==> config.mk <==
export PLATFORM = sky130hd
export DESIGN_NAME = seq_div16
export DESIGN_NICKNAME = d
export VERILOG_FILES = /design/src/rtl/seq_div16.sv
export SDC_FILE = /design/constraint.sdc
export NUM_CORES = 1
export LEC_CHECK = 0
export BUFFER_PORTS_ARGS = -buffer_cell sky130_fd_sc_hd__buf_4
export CORE_ASPECT_RATIO = 1.75
export CORE_MARGIN = 5
export CORE_UTILIZATION = 35
export CTS_CLUSTER_SIZE = 30
export DETAILED_ROUTE_END_ITERATION = 8
export PLACE_DENSITY = 0.51
export SLEW_MARGIN = 20
export SYNTH_ARGS = -nofsm -noshare
export SYNTH_HDL_FRONTEND = slang
export SYNTH_SLANG_ARGS = --single-unit
==> constraint.sdc <==
create_clock -name clk -period 3.05 [get_ports clk]
set_input_delay 0.305 -clock clk [delete_from_list [all_inputs] [get_ports clk]]
set_output_delay 0.305 -clock clk [all_outputs]
set_load 0.01 [all_outputs]
==> src/rtl/seq_div16.sv <==
// seq_div16 -- sequential 16-bit unsigned restoring divider.
//
// Accepts a dividend/divisor pair over a valid/ready handshake, produces one
// quotient bit per clock (MSB first), then holds quotient, remainder and a
// divide-by-zero flag until the consumer takes them. Only one operation is
// in flight at a time.
//
// Ports:
//   clk        rising-edge clock
//   rst_n      asynchronous active-low reset
//   in_valid   operand pair presented
//   in_ready   divider can accept operands (IDLE)
//   dd         dividend, unsigned 16 bit
//   dv         divisor, unsigned 16 bit
//   out_valid  result held on outputs (DONE)
//   out_ready  consumer accepts result
//   qq         quotient
//   rr         remainder (dd on divide-by-zero); tied to 0 unless DIV16_REM_EN
//   div0       divisor was zero for this result
//
// Build option:
//   DIV16_REM_EN  when defined, rr carries the remainder and its output
//                 register is built; when undefined, rr is constant zero.

module seq_div16 (
  input  logic        clk,
  input  logic        rst_n,
  input  logic        in_valid,
  output logic        in_ready,
  input  logic [15:0] dd,
  input  logic [15:0] dv,
  output logic        out_valid,
  input  logic        out_ready,
  output logic [15:0] qq,
  output logic [15:0] rr,
  output logic        div0
);

  typedef enum logic [1:0] {IDLE, BUSY, DONE} state_t;

  state_t      state;
  state_t      state_nxt;
  logic [3:0]  cnt;
  // Dividend bits leave at the MSB while quotient bits enter at the LSB, so
  // after 16 steps this register holds the full quotient.
  logic [15:0] dsh;
  logic [15:0] dvr;
  logic [16:0] prem;
  logic [15:0] qq_r;
  logic        div0_r;
  logic [17:0] step;
  logic        qbit;
  logic [16:0] prem_nxt;

  // One restoring step: shift the next dividend bit in, subtract the divisor
  // if it fits. Returns {quotient bit, new partial remainder}.
  function automatic logic [17:0] div_step(input logic [16:0] pr,
                                           input logic        bit_in,
                                           input logic [15:0] d);
    logic [17:0] trial;
    logic [17:0] diff;
    trial = {pr, bit_in};
    diff  = trial - {2'b00, d};
    if (trial >= {2'b00, d})
      div_step = {1'b1, diff[16:0]};
    else
      div_step = {1'b0, trial[16:0]};
  endfunction

  assign step     = div_step(prem, dsh[15], dvr);
  assign qbit     = step[17];
  assign prem_nxt = step[16:0];

  assign in_ready  = (state == IDLE);
  assign out_valid = (state == DONE);
  assign qq        = qq_r;
  assign div0      = div0_r;

`ifdef DIV16_REM_EN
  logic [15:0] rr_r;
  assign rr = rr_r;
`else
  assign rr = 16'h0000;
`endif

  // Next-state logic. A zero divisor still spends one cycle in BUSY so that
  // both latencies are counted from the same acceptance edge (1 vs 16).
  always_comb begin
    state_nxt = state;
    case (state)
      IDLE:    if (in_valid) state_nxt = BUSY;
      BUSY:    if ((dvr == 16'h0000) || (cnt == 4'd15)) state_nxt = DONE;
      DONE:    if (out_ready) state_nxt = IDLE;
      default: state_nxt = IDLE;
    endcase
  end

  always_ff @(posedge clk or negedge rst_n) begin
    if (!rst_n) begin
      state  <= IDLE;
      cnt    <= 4'd0;
      dsh    <= 16'h0000;
      dvr    <= 16'h0000;
      prem   <= 17'd0;
      qq_r   <= 16'h0000;
      div0_r <= 1'b0;
`ifdef DIV16_REM_EN
      rr_r   <= 16'h0000;
`endif
    end else begin
      state <= state_nxt;
      case (state)
        IDLE: begin
          if (in_valid) begin
            dsh  <= dd;
            dvr  <= dv;
            cnt  <= 4'd0;
            prem <= 17'd0;
          end
        end
        BUSY: begin
          if (dvr == 16'h0000) begin
            qq_r   <= 16'hFFFF;
            div0_r <= 1'b1;
`ifdef DIV16_REM_EN
            rr_r   <= dsh;
`endif
          end else begin
            prem <= prem_nxt;
            dsh  <= {dsh[14:0], qbit};
            cnt  <= cnt + 4'd1;
            if (cnt == 4'd15) begin
              qq_r   <= {dsh[14:0], qbit};
              div0_r <= 1'b0;
`ifdef DIV16_REM_EN
              rr_r   <= prem_nxt[15:0];
`endif
            end
          end
        end
        default: ;
      endcase
    end
  end

endmodule

==> flow_results.org <==
** Outcome
- The flow ran to the end, and the final reports show no timing, DRC or antenna violations.

** Die
- Floorplan die area :: 14,300 um2
- Placeable Area :: 11,600 um2
- Floorplan die height :: 154 um
- Num ports :: 71
- The initial utilization of the core area, before any placement, comes to 35.7%.
- In this run the core area contains 52 standard-cell rows.
- Die boundary width :: 92.4 um

** Synthesis
- Counting flops and latches in the post-synthesis netlist gives 72.
- Summing the areas of all fa, ha and maj instances in the mapped netlist gives 5.59% of the synthesized area.
- Mux cell area share after synthesis :: 0%
- Top cells by instance count after synthesis :: sky130_fd_sc_hd__dfrtp_1, sky130_fd_sc_hd__nand2_1, sky130_fd_sc_hd__o21ai_0
- Largest family of logic cells by synthesized area :: compound AO/OA/AOI/OAI gates
- For this run, asynchronously set or reset flops after synthesis account for 100%.
- Summed over all instances, the cell type with the most area after synthesis is sky130_fd_sc_hd__dfrtp_1.
- By instance count, the leading cell after synthesis is sky130_fd_sc_hd__dfrtp_1.
- The synthesized netlist devotes 19.1% of its cell area to simple gates.
- Distinct cell type count after synthesis :: 60
- Mapped Area :: 4160 um2
- Top area cells in the synthesized netlist :: sky130_fd_sc_hd__dfrtp_1, sky130_fd_sc_hd__nand2_1, sky130_fd_sc_hd__ha_1
- Most used flip-flop cell after synthesis :: sky130_fd_sc_hd__dfrtp_1
- After synthesis, flip-flops and latches occupy 43.3% of the total area.
- Area share of the largest cell type after synthesis :: 43.3%
- Xor-xnor portion of the synthesized cell area :: 2.53%
- Post-synth EDFFs :: 0
- Fraction of the mapped netlist area in compound gates :: 21.6%
- Count of warnings emitted by yosys :: 0
- Average footprint of a synthesized cell :: 9.27 um2
- Synthesis handed over a netlist of 449 instances.

** Layout
- The post-route netlist has 18.6% of its cells at a drive strength greater than 1.
- Across the whole layout, storage elements account for 1800 um2.
- Ant. Diodes :: 0
- Fill count :: 1,151
- The area growth from synthesis to layout is 18.6%.
- The multi-input combinational cells in the finished layout cover a total of 2090 um2.
- In the final design database the tool counted 549 nets.

** Power and ir drop
- VDD sags by at most 562 uV.
- Leakage power figure :: 2.24 nW
- Total power after layout :: 7.04 mW
- Total power density per cell area :: 1430 nW/um2

** Route
- The first detailed-routing pass ran for 4 iterations.
- Violation count after the first detailed-route iteration :: 143
- Post-detailed-route DRC marker count :: 0
- Dividing the detail-routed via count by the number of cells gives 5.58.
- After detailed routing, the average wire length per cell comes to 18.7 um.
- Total Wirelength :: 11,900 um
- The detail route stage leaves a number of antenna-violating nets equal to 0.
- The detailed router placed 3,542 vias in this run.

** Worst setup path
- Along the worst path, the maximum fanout reaches 21.
- The worst setup path is launched from a register.
- The largest single stage delay on the critical path is 420 ps.
- Cells along the critical path :: ha_1 > fa_1 > and2b_1 > o31ai_1 > a211o_1 > a31o_2 > and2_4 > o311ai_1
- Data arrival time at the worst-slack endpoint :: 2980 ps
- STA classifies the critical path endpoint as a register.
- For the worst setup path, the data required time is 3260 ps.
- The worst setup path is of the register to register kind.
- CP max-delay cell :: sky130_fd_sc_hd__dfrtp_1

** Global routing
- Global-route met1 utilization :: 19.4%
- The first global-routing pass estimated 19,200 um of wire.
- Initial antenna violation count :: 0
- GR met3 Demand/Resource :: 3.45%
- Via count of the first global-routing pass :: 3,643
- Aggregate global routing overflow :: 0
- Entering global routing, the biggest net connects 73 pins.
- Global-route layer with the greatest usage :: met2
- Met2 Use GR :: 30.3%
- In the global route stage, overall resource usage came out at 17.3%.

** STA
- Final hold vios :: 0
- The worst path uses 90.8% of the clock period.
- Setup violations remaining at the end of the flow were counted as 0.
- The worst path needs 2770 ps of the cycle, external delays included.
- Relative max-transition margin :: 30.1%
- Clock skew on the completed layout was measured at 6.76 ps.
- Setup TNS :: 0 ps
- Maximum clock frequency :: 0.361 GHz
- Unrepaired setup endpoints after global routing :: false
- Transition at the pin with the smallest max-transition slack :: 1040 ps
- The number of max-slew violations in the final report was 0.

** Place
- Once detailed placement completed, the half-perimeter wirelength came to 9030 um.
- Buffers placed on the I/O ports in this run total 54.
- At the end of routability-driven placement, the weighted congestion stood at 0.969.

** Worst hold path
- Hold WC Path Type :: primary input to async pin

** Clocking
- Once the clock tree was built, the setup fixing pass inserted 0 buffers.
- The longest clock path from root to sink contains 2 buffers.
- Clock tree synthesis found a total of 72 sinks.
- Clock tree from TritonCTS :: done
- Number of buffers added to fix hold violations after cts :: 0
- CTS root buf :: sky130_fd_sc_hd__clkbuf_16
- Clock-pin slew was measured on the worst setup and hold paths at 60 ps.
- Post-cts sizing count :: 0
- Clk Latency, worst-skew pair :: 330 ps
- The H-tree was split into 3 levels.
- In this run, CTS created clock tree buffers numbering 9.

** Run
- Number of violations of the max-capacitance limit :: 0
[final cells by class]
cell class,instances,area share [%]
Tap cell,135,3.42
Timing Repair Buffer,62,9.44
Sequential cell,72,36.5
Inverter,22,1.67
Clock inverter,5,1.62
Clock buffer,11,4.92
Multi-Input combinational cell,328,42.4
[path summary, 6_finish.rpt]
| path | startpoint | to | slack, ps | cells past startpoint |
|---|---|---|---|---|
| worst max-delay path | dvr[0] | prem[2] | 280 | 8 |
| worst min-delay path | rst_n | qq[12] | 100 | 1 |
| worst max register to register | dvr[0] | prem[2] | 280 | 8 |
| worst min register to register | dsh[14] | dsh[14] | 480 | 2 |
| max in group asynchronous | rst_n | prem[14] | 2300 | 1 |
| min in group clk | dv[0] | dvr[0] | 170 | 3 |
[routing by layer]
layer	routed length [um]	share of wire, %
met2	6240	53
met3	442	3.7
met1	4630	39
met5	0	0
met4	573	4.8
[sequential cells by signal, indices dropped and copies added, names as in the netlist]
signal,flops
prem,17
dsh,16
dvr,16
qq,16
cnt,4
state,2
div0,1
[per-stage QoR]
stage / hold slack (ps) / cell area [um2] / cells / setup WS, ps / utilization (%)
after floorplan: 9.41 / 4220 / 464 / 651 / -
after global placement: 465 / 4610 / 619 / 401 / 39.6
after detailed placement: 467 / 4610 / 619 / 280 / 39.6
after CTS: 149 / 4930 / 635 / 265 / 42.4
after global routing: 177 / 4930 / 635 / 156 / 42.4
final: 96.6 / 4930 / 635 / 281 / 42.4
[worst max-delay path: cells and delay by family (launching register included)]
family / cells / cell delay [ps]
compound gates: 4 / 1100
fa+ha+maj: 2 / 630
simple gates: 2 / 500
flops: 1 / 420
[where the power goes]
part	leakage, nW	switching, mW	total, mW	internal, mW
clock network	0.152	0.393	1.13	0.737
registers	0.879	0.346	1.80	1.45
logic	1.21	2.44	4.11	1.67
[placed cells by master, fill, tap and decap left out, types with 3 or more instances in the layout]
cell type                    n
sky130_fd_sc_hd__a21oi_1    14
sky130_fd_sc_hd__a22oi_1    15
sky130_fd_sc_hd__a31oi_1     4
sky130_fd_sc_hd__a41oi_1     6
sky130_fd_sc_hd__and2_1      3
sky130_fd_sc_hd__and3_1      6
sky130_fd_sc_hd__buf_4      62
sky130_fd_sc_hd__clkbuf_16   9
sky130_fd_sc_hd__conb_1     16
sky130_fd_sc_hd__dfrtp_1    72
sky130_fd_sc_hd__ha_1       17
sky130_fd_sc_hd__inv_1      22
sky130_fd_sc_hd__nand2_1    69
sky130_fd_sc_hd__nand2b_1    4
sky130_fd_sc_hd__nand3_1    18
sky130_fd_sc_hd__nand4_1    15
sky130_fd_sc_hd__nor2_1     14
sky130_fd_sc_hd__nor2b_1     3
sky130_fd_sc_hd__nor3_1      4
sky130_fd_sc_hd__nor4_1      6
sky130_fd_sc_hd__o2111ai_1   4
sky130_fd_sc_hd__o211ai_1    5
sky130_fd_sc_hd__o211ai_2    3
sky130_fd_sc_hd__o21ai_0    27
sky130_fd_sc_hd__o21ai_1     3
sky130_fd_sc_hd__o22a_1     14
sky130_fd_sc_hd__o311ai_2    4
sky130_fd_sc_hd__o31ai_1     5
sky130_fd_sc_hd__or2_2       3
sky130_fd_sc_hd__xnor2_1     4
sky130_fd_sc_hd__xor2_1      8
[cell families after synthesis]
group,count (synthesis)
DFF,72
and+or+nand+nor,159
adders and majority gates,18
xor gates and xnor gates,12
buffers and inverters,64
AOI/OAI and AO/OA,123
other,1
Power figures use the tool's default switching activity.
